`src/rtl/store_merge_unit.sv`:
```
// store_merge_unit: sequenced read-modify-write engine for sub-word stores.
// Byte and halfword stores read the containing memory word, merge the store
// data into the lane picked by the low address bits and write the word back.
// Full-word stores skip the read. Misaligned halfword stores are reported
// through misalign and never touch memory.
module store_merge_unit #(
    parameter int DATA_W  = 32,   // 32 or 64
    parameter int ADDR_W  = 32,
    parameter int MEM_LAT = 1     // mem_rd cycle to valid mem_rdata, >= 1
) (
    input  logic              clk,
    input  logic              rst_n,
    input  logic              start,
    input  logic [ADDR_W-1:0] addr,
    input  logic [DATA_W-1:0] wdata_b,
    input  logic [1:0]        size_ctrl,
    output logic              busy,
    output logic              done,
    output logic              misalign,
    output logic [ADDR_W-1:0] mem_addr,
    output logic              mem_rd,
    output logic              mem_wr,
    output logic [DATA_W-1:0] mem_wdata,
    input  logic [DATA_W-1:0] mem_rdata
);

    localparam int NBYTES = DATA_W / 8;
    localparam int OFF_W  = $clog2(NBYTES);
    localparam int CNT_W  = (MEM_LAT < 2) ? 1 : $clog2(MEM_LAT + 1);
    localparam logic [CNT_W-1:0] LAT_LAST = CNT_W'(MEM_LAT);

    localparam logic [1:0] SZ_HALF = 2'b01;
    localparam logic [1:0] SZ_BYTE = 2'b10;

    typedef enum logic [2:0] {
        IDLE,
        RD_REQ,
        RD_WAIT,
        WR,
        FIN
    } state_t;

    state_t state;

    // Operation context captured at start. Only the lane bits of the address
    // and the low 16 data bits are needed after the start cycle: the aligned
    // address lives in mem_addr and word stores load mem_wdata directly.
    logic [OFF_W-1:0] lane;
    logic [15:0]      wdata_q;
    logic [1:0]       size_q;
    logic [CNT_W-1:0] lat_cnt;

    // Merge datapath
    logic [NBYTES-1:0] byte_en;
    logic [DATA_W-1:0] ins_data;
    logic [DATA_W-1:0] merged;

    // Start-cycle decode
    logic              start_word;
    logic              start_mis;
    logic [ADDR_W-1:0] addr_aligned;

    assign start_word   = (size_ctrl != SZ_HALF) && (size_ctrl != SZ_BYTE);
    assign start_mis    = (size_ctrl == SZ_HALF) && addr[0];
    assign addr_aligned = {addr[ADDR_W-1:OFF_W], {OFF_W{1'b0}}};

    // Lane enables and replicated store data for the sub-word merge.
    // NOTE: every signal written here gets a default first so no path can
    // leave it unassigned, which would otherwise infer a latch.
    always_comb begin
        byte_en  = '0;
        ins_data = '0;
        for (int i = 0; i < NBYTES; i++) begin
            if (size_q == SZ_BYTE) begin
                byte_en[i]         = (lane == OFF_W'(i));
                ins_data[8*i +: 8] = wdata_q[7:0];
            end else begin
                // Halfword: lane is even, so the pair {lane, lane+1} shares lane[OFF_W-1:1].
                byte_en[i]         = (lane[OFF_W-1:1] == (OFF_W-1)'(i / 2));
                ins_data[8*i +: 8] = (i % 2 == 1) ? wdata_q[15:8] : wdata_q[7:0];
            end
        end
    end

    // Byte-wise select between returned memory data and store data.
    always_comb begin
        merged = mem_rdata;
        for (int i = 0; i < NBYTES; i++) begin
            if (byte_en[i]) begin
                merged[8*i +: 8] = ins_data[8*i +: 8];
            end
        end
    end

    // Control FSM with registered outputs; mem_wdata doubles as the merge buffer.
    // NOTE: all state here is updated with non-blocking assignments so every
    // register samples the pre-edge values regardless of statement order.
    always_ff @(posedge clk or negedge rst_n) begin
        if (!rst_n) begin
            // NOTE: the datapath registers are reset too, not only the FSM,
            // because an aborted operation must leave no stale address/data.
            state     <= IDLE;
            lane      <= '0;
            wdata_q   <= '0;
            size_q    <= '0;
            lat_cnt   <= '0;
            busy      <= 1'b0;
            done      <= 1'b0;
            misalign  <= 1'b0;
            mem_addr  <= '0;
            mem_rd    <= 1'b0;
            mem_wr    <= 1'b0;
            mem_wdata <= '0;
        end else begin
            case (state)
                IDLE: begin
                    if (start) begin
                        lane    <= addr[OFF_W-1:0];
                        wdata_q <= wdata_b[15:0];
                        size_q  <= size_ctrl;
                        busy    <= 1'b1;
                        if (start_word) begin
                            state     <= WR;
                            mem_addr  <= addr_aligned;
                            mem_wr    <= 1'b1;
                            mem_wdata <= wdata_b;
                        end else if (start_mis) begin
                            state    <= FIN;
                            done     <= 1'b1;
                            misalign <= 1'b1;
                        end else begin
                            state    <= RD_REQ;
                            mem_addr <= addr_aligned;
                            mem_rd   <= 1'b1;
                        end
                    end
                end

                RD_REQ: begin
                    mem_rd  <= 1'b0;
                    lat_cnt <= CNT_W'(1);
                    state   <= RD_WAIT;
                end

                RD_WAIT: begin
                    // The counter counts RD_WAIT cycles; the last one carries valid read data.
                    if (lat_cnt == LAT_LAST) begin
                        mem_wdata <= merged;
                        mem_wr    <= 1'b1;
                        state     <= WR;
                    end else begin
                        lat_cnt <= lat_cnt + 1'b1;
                    end
                end

                WR: begin
                    mem_wr    <= 1'b0;
                    mem_wdata <= '0;
                    done      <= 1'b1;
                    state     <= FIN;
                end

                FIN: begin
                    done     <= 1'b0;
                    misalign <= 1'b0;
                    busy     <= 1'b0;
                    mem_addr <= '0;
                    state    <= IDLE;
                end

                default: begin
                    busy      <= 1'b0;
                    done      <= 1'b0;
                    misalign  <= 1'b0;
                    mem_addr  <= '0;
                    mem_rd    <= 1'b0;
                    mem_wr    <= 1'b0;
                    mem_wdata <= '0;
                    state     <= IDLE;
                end
            endcase
        end
    end

endmodule

```
`config.mk`:
```
export PLATFORM = sky130hd
export DESIGN_NAME = store_merge_unit
export DESIGN_NICKNAME = d
export VERILOG_FILES = /design/src/rtl/store_merge_unit.sv
export SDC_FILE = /design/constraint.sdc
export NUM_CORES = 1
export LEC_CHECK = 0
export ABC_CLOCK_PERIOD_IN_PS = 1750
export CORE_MARGIN = 3
export CORE_UTILIZATION = 35
export DETAILED_ROUTE_END_ITERATION = 12
export HOLD_SLACK_MARGIN = 0.05
export PLACE_DENSITY = 0.68
export SYNTH_ARGS = -nofsm -noshare
export SYNTH_HDL_FRONTEND = slang
export SYNTH_SLANG_ARGS = --single-unit
```
`constraint.sdc`:
```
create_clock -name clk -period 1.75 [get_ports clk]
set_input_delay 0.175 -clock clk [delete_from_list [all_inputs] [get_ports clk]]
set_output_delay 0.175 -clock clk [all_outputs]
set_load 0.005 [all_outputs]
```
=== Yosys cells after proc, flatten, opt, wreduce, memory -nomap -nowiden ===
Index checks and enable logic that the tools add are counted.

* Flip-flop bits (word level): 93
* Bits of input ports: 101
* Output and inout bits: 69
* Logic and storage cells: 92

* Add/subtract/negate cells: 1
* Equal/unequal tests: 18
* Mux-type cells: 39
* Bitwise gates (word level): 5
* Reductions and logical operators: 17

{| class="wikitable"
|+ Operators with widths
! cell !! number
|-
| 32-bit two-way mux || 6
|-
| 32-bit case mux with 3 select lines || 1
|-
| 32-bit case mux with 2 select lines || 1
|-
| 8-bit two-way mux || 5
|-
| 4-bit AND reduction || 4
|-
| 1-bit two-way mux || 15
|-
| 2-bit inequality test (second input constant) || 7
|-
| 3-bit two-way mux || 4
|-
| 3-bit case mux with 4 select lines || 1
|-
| 1-bit case mux with 2 select lines || 4
|-
| 2-bit equality test (second input constant) || 3
|-
| 3-bit by 2-bit equality test with 1-bit output (second input constant) || 2
|-
| 1-bit case mux with 3 select lines || 2
|-
| 2-bit AND reduction || 3
|-
| 3-bit OR reduction || 2
|-
| 1-bit inverter || 5
|-
| 2-bit by 1-bit equality test with 1-bit output (second input constant) || 2
|-
| 2-bit OR reduction || 2
|-
| 3-bit by 1-bit equality test with 1-bit output (second input constant) || 1
|-
| 3-bit equality test (second input constant) || 1
|-
| 3-bit logical NOT || 1
|-
| 3-bit inequality test (second input constant) || 1
|-
| 3-bit AND reduction || 1
|-
| 1-bit logical AND || 2
|-
| 4 further kinds || 4
|}

=== Longest topological paths before layout ===
Gate-level depths: netlist (run 1).

* Word-level depth: 6
* Mapped depth: 7
* Mapped depth without buffers: 6

=== Worst setup path before layout (run 1) ===
No wires, ideal clock.

* Kind: register -> register
* Start point: reg state[2]
* End point: reg wdata_q[0]
* Library setup time: 0.125 ns
* Arrival: 1.512 ns
* Required time: 1.625 ns
* Slack: 0.113 ns
* Cell stages (with the launch flop): 5
* Buffers on the path: 1
* Period minus slack after synthesis: 1.637 ns
* Cell sequence: dfrtp_1 -> or3b_4 -> nor2_1 -> buf_4 -> mux2_2

* Cells in the longest elaborated chain, start to end: 2

{| class="wikitable"
|+ Ends and longest elaborated chain
! item !! RTL line !! source
|-
| start, declared || 43 || <nowiki>state_t state;</nowiki>
|-
| start signal, assigned || 102 || <nowiki>state <= IDLE;</nowiki>
|-
| start signal, assigned || 123 || <nowiki>state <= WR;</nowiki>
|-
| start signal, assigned || 128 || <nowiki>state <= FIN;</nowiki>
|-
| 3-bit logical NOT || 115 || <nowiki>case (state)</nowiki>
|-
| 2-bit AND reduction (no source line) || - ||
|-
| end signal, assigned || 119 || <nowiki>wdata_q <= wdata_b[15:0];</nowiki>
|-
| end, declared || 49 || <nowiki>logic [15:0] wdata_q;</nowiki>
|}

No other way between the ends.
A chain may end at the register's enable or synchronous reset.

=== Worst setup path in the final report (run 1) ===
* Start point: reg state[0]
* End point: reg mem_wdata[5]

* Cells in the longest elaborated chain, start to end: 4
* Elaborated cells on any way between the ends: 11
* Classes of those cells: eq/ne: 6; mux: 1; bitwise: 1; reduce/logical: 3

{| class="wikitable"
|+ Ends and longest elaborated chain
! item !! RTL line !! source
|-
| 3-bit by 1-bit equality test with 1-bit output / 3-bit equality test (equally long branches) || 115 ||
|-
| 2-bit OR reduction (no source line) || - ||
|-
| 1-bit inverter (no source line) || - ||
|-
| 4-bit AND reduction (no source line) || - ||
|-
| end signal, assigned || 126 || <nowiki>mem_wdata <= wdata_b;</nowiki>
|-
| end signal, assigned || 148 || <nowiki>mem_wdata <= merged;</nowiki>
|-
| end, declared || 23 || <nowiki>output logic [DATA_W-1:0] mem_wdata,</nowiki>
|}

Several ways; a longest one is shown, not always the timed one.

==> results of run 1 <==
[layer usage]
| layer | part of all wire | wire length, um | track usage | vias up |
|---|---|---|---|---|
| li1 | - | - | - | 2013 |
| met5 | 0 | 0 | 0 | - |
| met1 | 0.42 | 5650 | 0.242 | 2029 |
| met2 | 0.48 | 6530 | 0.304 | 178 |
| met3 | 0.088 | 1200 | 0.0627 | 18 |
| met4 | 0.015 | 204 | 0.0595 | 0 |
[layout make-up]
cell class	instances	area share
Clock buffer	10	0.0332
Tap cell	172	0.0312
Multi-Input combinational cell	348	0.308
Timing Repair Buffer	194	0.287
Inverter	4	0.00218
Clock inverter	5	0.00799
Sequential cell	91	0.331
[registers in the layout, indices dropped and copies added, names as in the netlist]
name       cells
state          3
wdata_q       16
size_q         2
mem_addr      30
done           1
lane           2
mem_wr         1
mem_wdata     32
lat_cnt        1
mem_rd         1
misalign       1
busy           1
[per-stage QoR]
step	TNS [ps]	setup slack [ps]	power, mW	utilization
floorplan	0	113	7.01	-
global placement	-12030	-178	9.77	0.518
detailed placement	-14310	-229	9.96	0.518
CTS	0	113	11.9	0.541
global route	0	31.1	12.7	0.541
finish	0	125	11.8	0.541
[cells in the final DEF, fill, tap and decap left out, types with 2 or more instances in the layout]
cell	n
clkinv_2	2
clkdlybuf4s50_1	166
nor2_1	22
o21a_1	8
a21oi_1	5
inv_1	3
dfrtp_1	91
nand2_1	119
o21ai_0	31
o21ai_1	2
nand2b_1	10
mux2_2	43
conb_1	2
buf_4	19
buf_12	8
clkinvlp_4	2
and3b_1	2
a211oi_1	2
a22oi_1	34
nor3_2	2
a21oi_2	2
nand3_1	32
clkbuf_16	9
o221ai_1	16
[worst paths after layout]
| path | slack, ps | end | from |
|---|---|---|---|
| worst max-delay path | 130 | mem_wdata[5] | state[0] |
| worst min-delay path | 360 | mem_wdata[26] | rst_n |
| worst max register to register | 130 | mem_wdata[5] | state[0] |
| worst min register to register | 480 | mem_addr[10] | mem_addr[10] |
| max in group asynchronous | 730 | mem_addr[16] | rst_n |
| min in group clk | 380 | mem_addr[25] | addr[25] |
[timing repair]
item,CTS,global route
hold endpoints to repair,36,0
hold buffers,1,0
setup buffers,0,0
[logic make-up (layout without fill, tap and decap cells)]
family / count (synthesis) / count (layout) / synth area share
AND/OR/NAND/NOR: 197 / 197 / 0.191
XOR/XNOR: 1 / 1 / 0.00191
other: 1 / 2 / 0.000816
adder cells (fa/ha/maj): 1 / 1 / 0.00272
flip-flops: 91 / 91 / 0.496
AO/OA/AOI/OAI: 104 / 104 / 0.154
multiplexers: 43 / 43 / 0.105
buffers and inverters: 43 / 213 / 0.0490
[report_power, final]
group          leakage [nW]  internal (mW)  switching [mW]  total [mW]
clock network         0.134           1.09           0.795        1.89
logic                  1.51           3.31            2.79        6.10
registers              1.16           3.09           0.704        3.79
==> results.toml, run 1 <==
[status]
status = "finished clean"

[global_routing]
grt_pass1_wl_mm = 21.8
grt_max_degree = 45
grt_pass1_vias = 4224
grt_overflow = 0
track_usage = 0.189
antenna_found_initial = 0

[timing]
hold_viol = 0
fin_worst_skew_ps = 6.93
rsz0062_at_grt = "false"
max_freq_mhz = 615
min_period_over_period = 0.929
slew_violations = 0
holdWs_ps = 358
setup_viol = 0
fin_crit_ps = 1620

[place]
dp_hpwl_mm = 9.90
dp.cells = 808
port_buffers = 167
placedInstanceArea_um2 = 6590
gp_congestion = 0.807

[route]
drc = 0
wirelength_mm = 13.6
drt_iter0_drc = 444
num_vias = 4238
firstDrtPassIters = 6
drt-wirelength-per-cell_um = 16.5
via_per_inst = 5.14
ant_nets = 0

[worst_setup_path]
worst_ep_arrival_time_ps = 1900
path_delay_family = "simple AND/OR/NAND/NOR gates"
critPathMaxFanout = 32
cp.required_ps = 2020
cp_num_buf_inv = 2
path_depth = 6
critPathCaptureType = "flip-flop"
crit_chain = "buf_4, and4bb_2, buf_12, nand2_1, mux2_2, nand3_1"
worstSetupPathType = "flip-flop to flip-flop"
slowest_delay_ps = 370
rr_worst_depth = 6
critPathSlowestCell = "dfrtp_1"
start_kind = "flip-flop"

[floorplan]
io_pins = 170
core_um2 = 12700
rows = 41
initial_utilization = 0.361
die_area_um2 = 14500
fp.dieW_um = 121
dieHeight_um = 121

[clock_tree]
root_buffer = "clkbuf_16"
cts_max_level = 3
clockBufferDepth = 2
clk-insertion-delay-late_ps = 330
cts_tree = "yes"
clkTransAtPathRegs_ps = 60
cts_buffers = 9
cts.sink_count = 91
post_cts_resized = 0

[final_layout]
nFillCells = 1162
diodes = 0
multi_input_area_um2 = 2120
regArea_um2 = 2280
nNetsFinal = 750
finalNonFillerCells = 824
syn_to_final_growth_pct = 49.9
drive_gt1_frac = 0.144
finalInstanceArea_um2 = 6890

[logic_synthesis]
synth_top_area_cell = "dfrtp_1"
netlist_instances = 481
netlist_area_um2 = 4600
ys_top_cells_by_area = "dfrtp_1, mux2_2, nand2_1"
synth_seq_cells = 91
ys_warn_count = 0
avgSynthCellArea_um2 = 9.55
synth_edf_count = 0
synth_commonest_cells = "nand2_1, dfrtp_1, mux2_2"
async_reset_ff_frac = 1.00
synth_ff_type = "dfrtp_1"
synth.most_common_cell = "nand2_1"
synth_cell_type_count = 37
yosysSeqAreaShare = 0.496
yosysTopAreaCellShare = 0.496

[flow_run]
cap_violations = 0

[worst_hold_path]
hp-class = "input pin to asynchronous set/reset pin"

[pwr]
powerDensity_nw_per_um2 = 1710
ir_drop_v = 0.000699
p_leak_nw = 2.81
Note: power is estimated with default switching activity, not from simulation.
==> run 2: changes to the inputs <==
Settings changed: SLEW_MARGIN set to 40.
==> results of run 2 <==
No change in the layout: final DEF, timing and power equal those of run 1.
==> run 3: changes to the inputs <==
Settings changed: CORE_MARGIN 3 to not set.
==> results.toml, run 3 (same netlist as run 1, synthesis figures left out) <==
[status]
status = "finished clean"

[global_routing]
grt_pass1_wl_mm = 21.2
grt_pass1_vias = 4265
antenna_found_initial = 0
grt_max_degree = 45
track_usage = 0.205
grt_overflow = 0

[timing]
rsz0062_at_grt = "false"
fin_worst_skew_ps = 6.62
slew_headroom = 0.664
worst_pin_slew_ps = 504
slew_violations = 0
fin_ws_ps = 91.0
min_period_over_period = 0.948
fin_crit_ps = 1660
setup_viol = 0
fin_setup_tns_ps = 0
hold_viol = 0
max_freq_mhz = 603

[clock_tree]
clk-insertion-delay-late_ps = 340
cts_max_level = 3
clockBufferDepth = 2
clkTransAtPathRegs_ps = 60
cts_buffers = 9
post_cts_resized = 0
cts_tree = "yes"
cts.sink_count = 91
root_buffer = "clkbuf_16"

[place]
pre_cts_slack_ps = -239
gp_congestion = 0.790
dp_hpwl_mm = 9.70
port_buffers = 167

[worst_setup_path]
critPathMaxFanout = 16
ff2ff_setup_slack_ps = 90
worstSetupPathType = "flip-flop to flip-flop"
cp.required_ps = 2020
critPathCaptureType = "flip-flop"
rr_worst_depth = 6
r2r-start = "state[2]"
start_kind = "flip-flop"
r2r-end = "mem_wdata[8]"
worst_ep_arrival_time_ps = 1930

[floorplan]
dieHeight_um = 117
core_um2 = 12700
io_pins = 170
fp.dieW_um = 117
rows = 41
initial_utilization = 0.361
die_area_um2 = 13600

[final_layout]
nFillCells = 1176
final_common_cell = "clkdlybuf4s50_1"
mostFrequentLayoutCells = "clkdlybuf4s50_1, nand2_1, dfrtp_1"
largest_register = "mem_wdata"
syn_to_final_growth_pct = 50.0
largest_reg_flops = 32
diodes = 0
largestRegisters = "mem_wdata: 32 flops, mem_addr: 30 flops, wdata_q: 16 flops"
multi_input_area_um2 = 2120
drive_gt1_frac = 0.147
regArea_um2 = 2280
nNetsFinal = 753

[route]
num_vias = 4202
wl_met2_mm = 6.38
drt-wirelength-per-cell_um = 16.4
firstDrtPassIters = 5
wirelength_mm = 13.5
drc = 0
route.met3.wl_um = 993
dr.max_layer_used = "met4"
wl_met1_mm = 5.82
ant_nets = 0
via_per_inst = 5.09
drt_iter0_drc = 224

[pwr]
combPwrFrac = 0.525
p_int_mw = 7.46
p_leak_nw = 2.82
powerDensity_nw_per_um2 = 1710
p_seq_frac = 0.321
p_sw_mw = 4.30
pwr-share-clk = 0.154
switching_share = 0.365
ir_drop_v = 0.000739

[flow_run]
cap_violations = 0

[worst_hold_path]
hp-class = "input pin to asynchronous set/reset pin"
-- run 3: cell count changes in the layout (fill, tap and decap cells not counted), sizes merged --
| cell | before | now |
|---|---|---|
| buf | 27 | 30 |
| clkbuf | 10 | 12 |
| bufinv | 1 | 0 |
| clkinv | 3 | 2 |
| clkinvlp | 2 | 1 |
-- run 3: per-layer routing --
layer,global-route usage,vias up
met5,0,-
met4,0.0928,0
met3,0.0462,24
met2,0.342,162
met1,0.252,1998
li1,-,2018
-- run 3: layout make-up --
| class | instances | share of cell area |
|---|---|---|
| clock buffer | 12 | 0.0372 |
| multi-input combinational | 348 | 0.308 |
| clock inverter | 2 | 0.00181 |
| timing repair buffer | 197 | 0.290 |
| sequential | 91 | 0.330 |
| tap | 172 | 0.0312 |
| inverter | 4 | 0.00218 |
-- run 3: how the worst max path moves through the flow --
stage / start / depth (start not counted) / slack (ps) / endpoint
3_5_place_dp: size_ctrl[1] / 7 / -240 / mem_addr[15]
6_report: state[2] / 6 / 90 / mem_wdata[8]
5_1_grt: state[2] / 6 / 2 / mem_wdata[23]
4_1_cts: state[2] / 6 / 80 / mem_wdata[8]
3_3_place_gp: size_ctrl[1] / 7 / -150 / mem_addr[16]
2_1_floorplan: state[2] / 4 / 110 / wdata_q[0]
-- run 3: power by group through the flow --
stage / Clock, mW / Combinational (mW) / Sequential, mW
after global placement: 0 / 6.04 / 3.76
after floorplan: 0 / 3.33 / 3.68
after global routing: 1.94 / 6.76 / 3.90
after detailed placement: 0 / 6.22 / 3.79
after CTS: 1.85 / 6.24 / 3.78
final: 1.81 / 6.18 / 3.78
-- run 3: repair_timing --
action | 4_1_cts | 5_1_grt
buffers inserted | 0 | 0
hold endpoints to repair | 32 | 0
hold buffers | 1 | 0
setup endpoints to repair | 0 | 0
-- run 3: per-stage QoR --
stage | cells | util | power (mW) | hold slack, ps | cell area, um^2
2_1_floorplan | 482 | - | 7.01 | -121 | 4600
3_3_place_gp | 811 | 0.520 | 9.80 | 163 | 6620
3_5_place_dp | 811 | 0.520 | 10.0 | 174 | 6620
4_1_cts | 826 | 0.542 | 11.9 | 355 | 6890
5_1_grt | 826 | 0.542 | 12.6 | 392 | 6890
6_report | 826 | 0.542 | 11.8 | 358 | 6890
-- run 3: critical path, stage by stage, from the launching register on --
cell	delay [ps]
dfrtp_1	390
buf_4	200
or3b_1	400
a21oi_2	220
buf_4	220
nand2_1	70
nand3_1	90
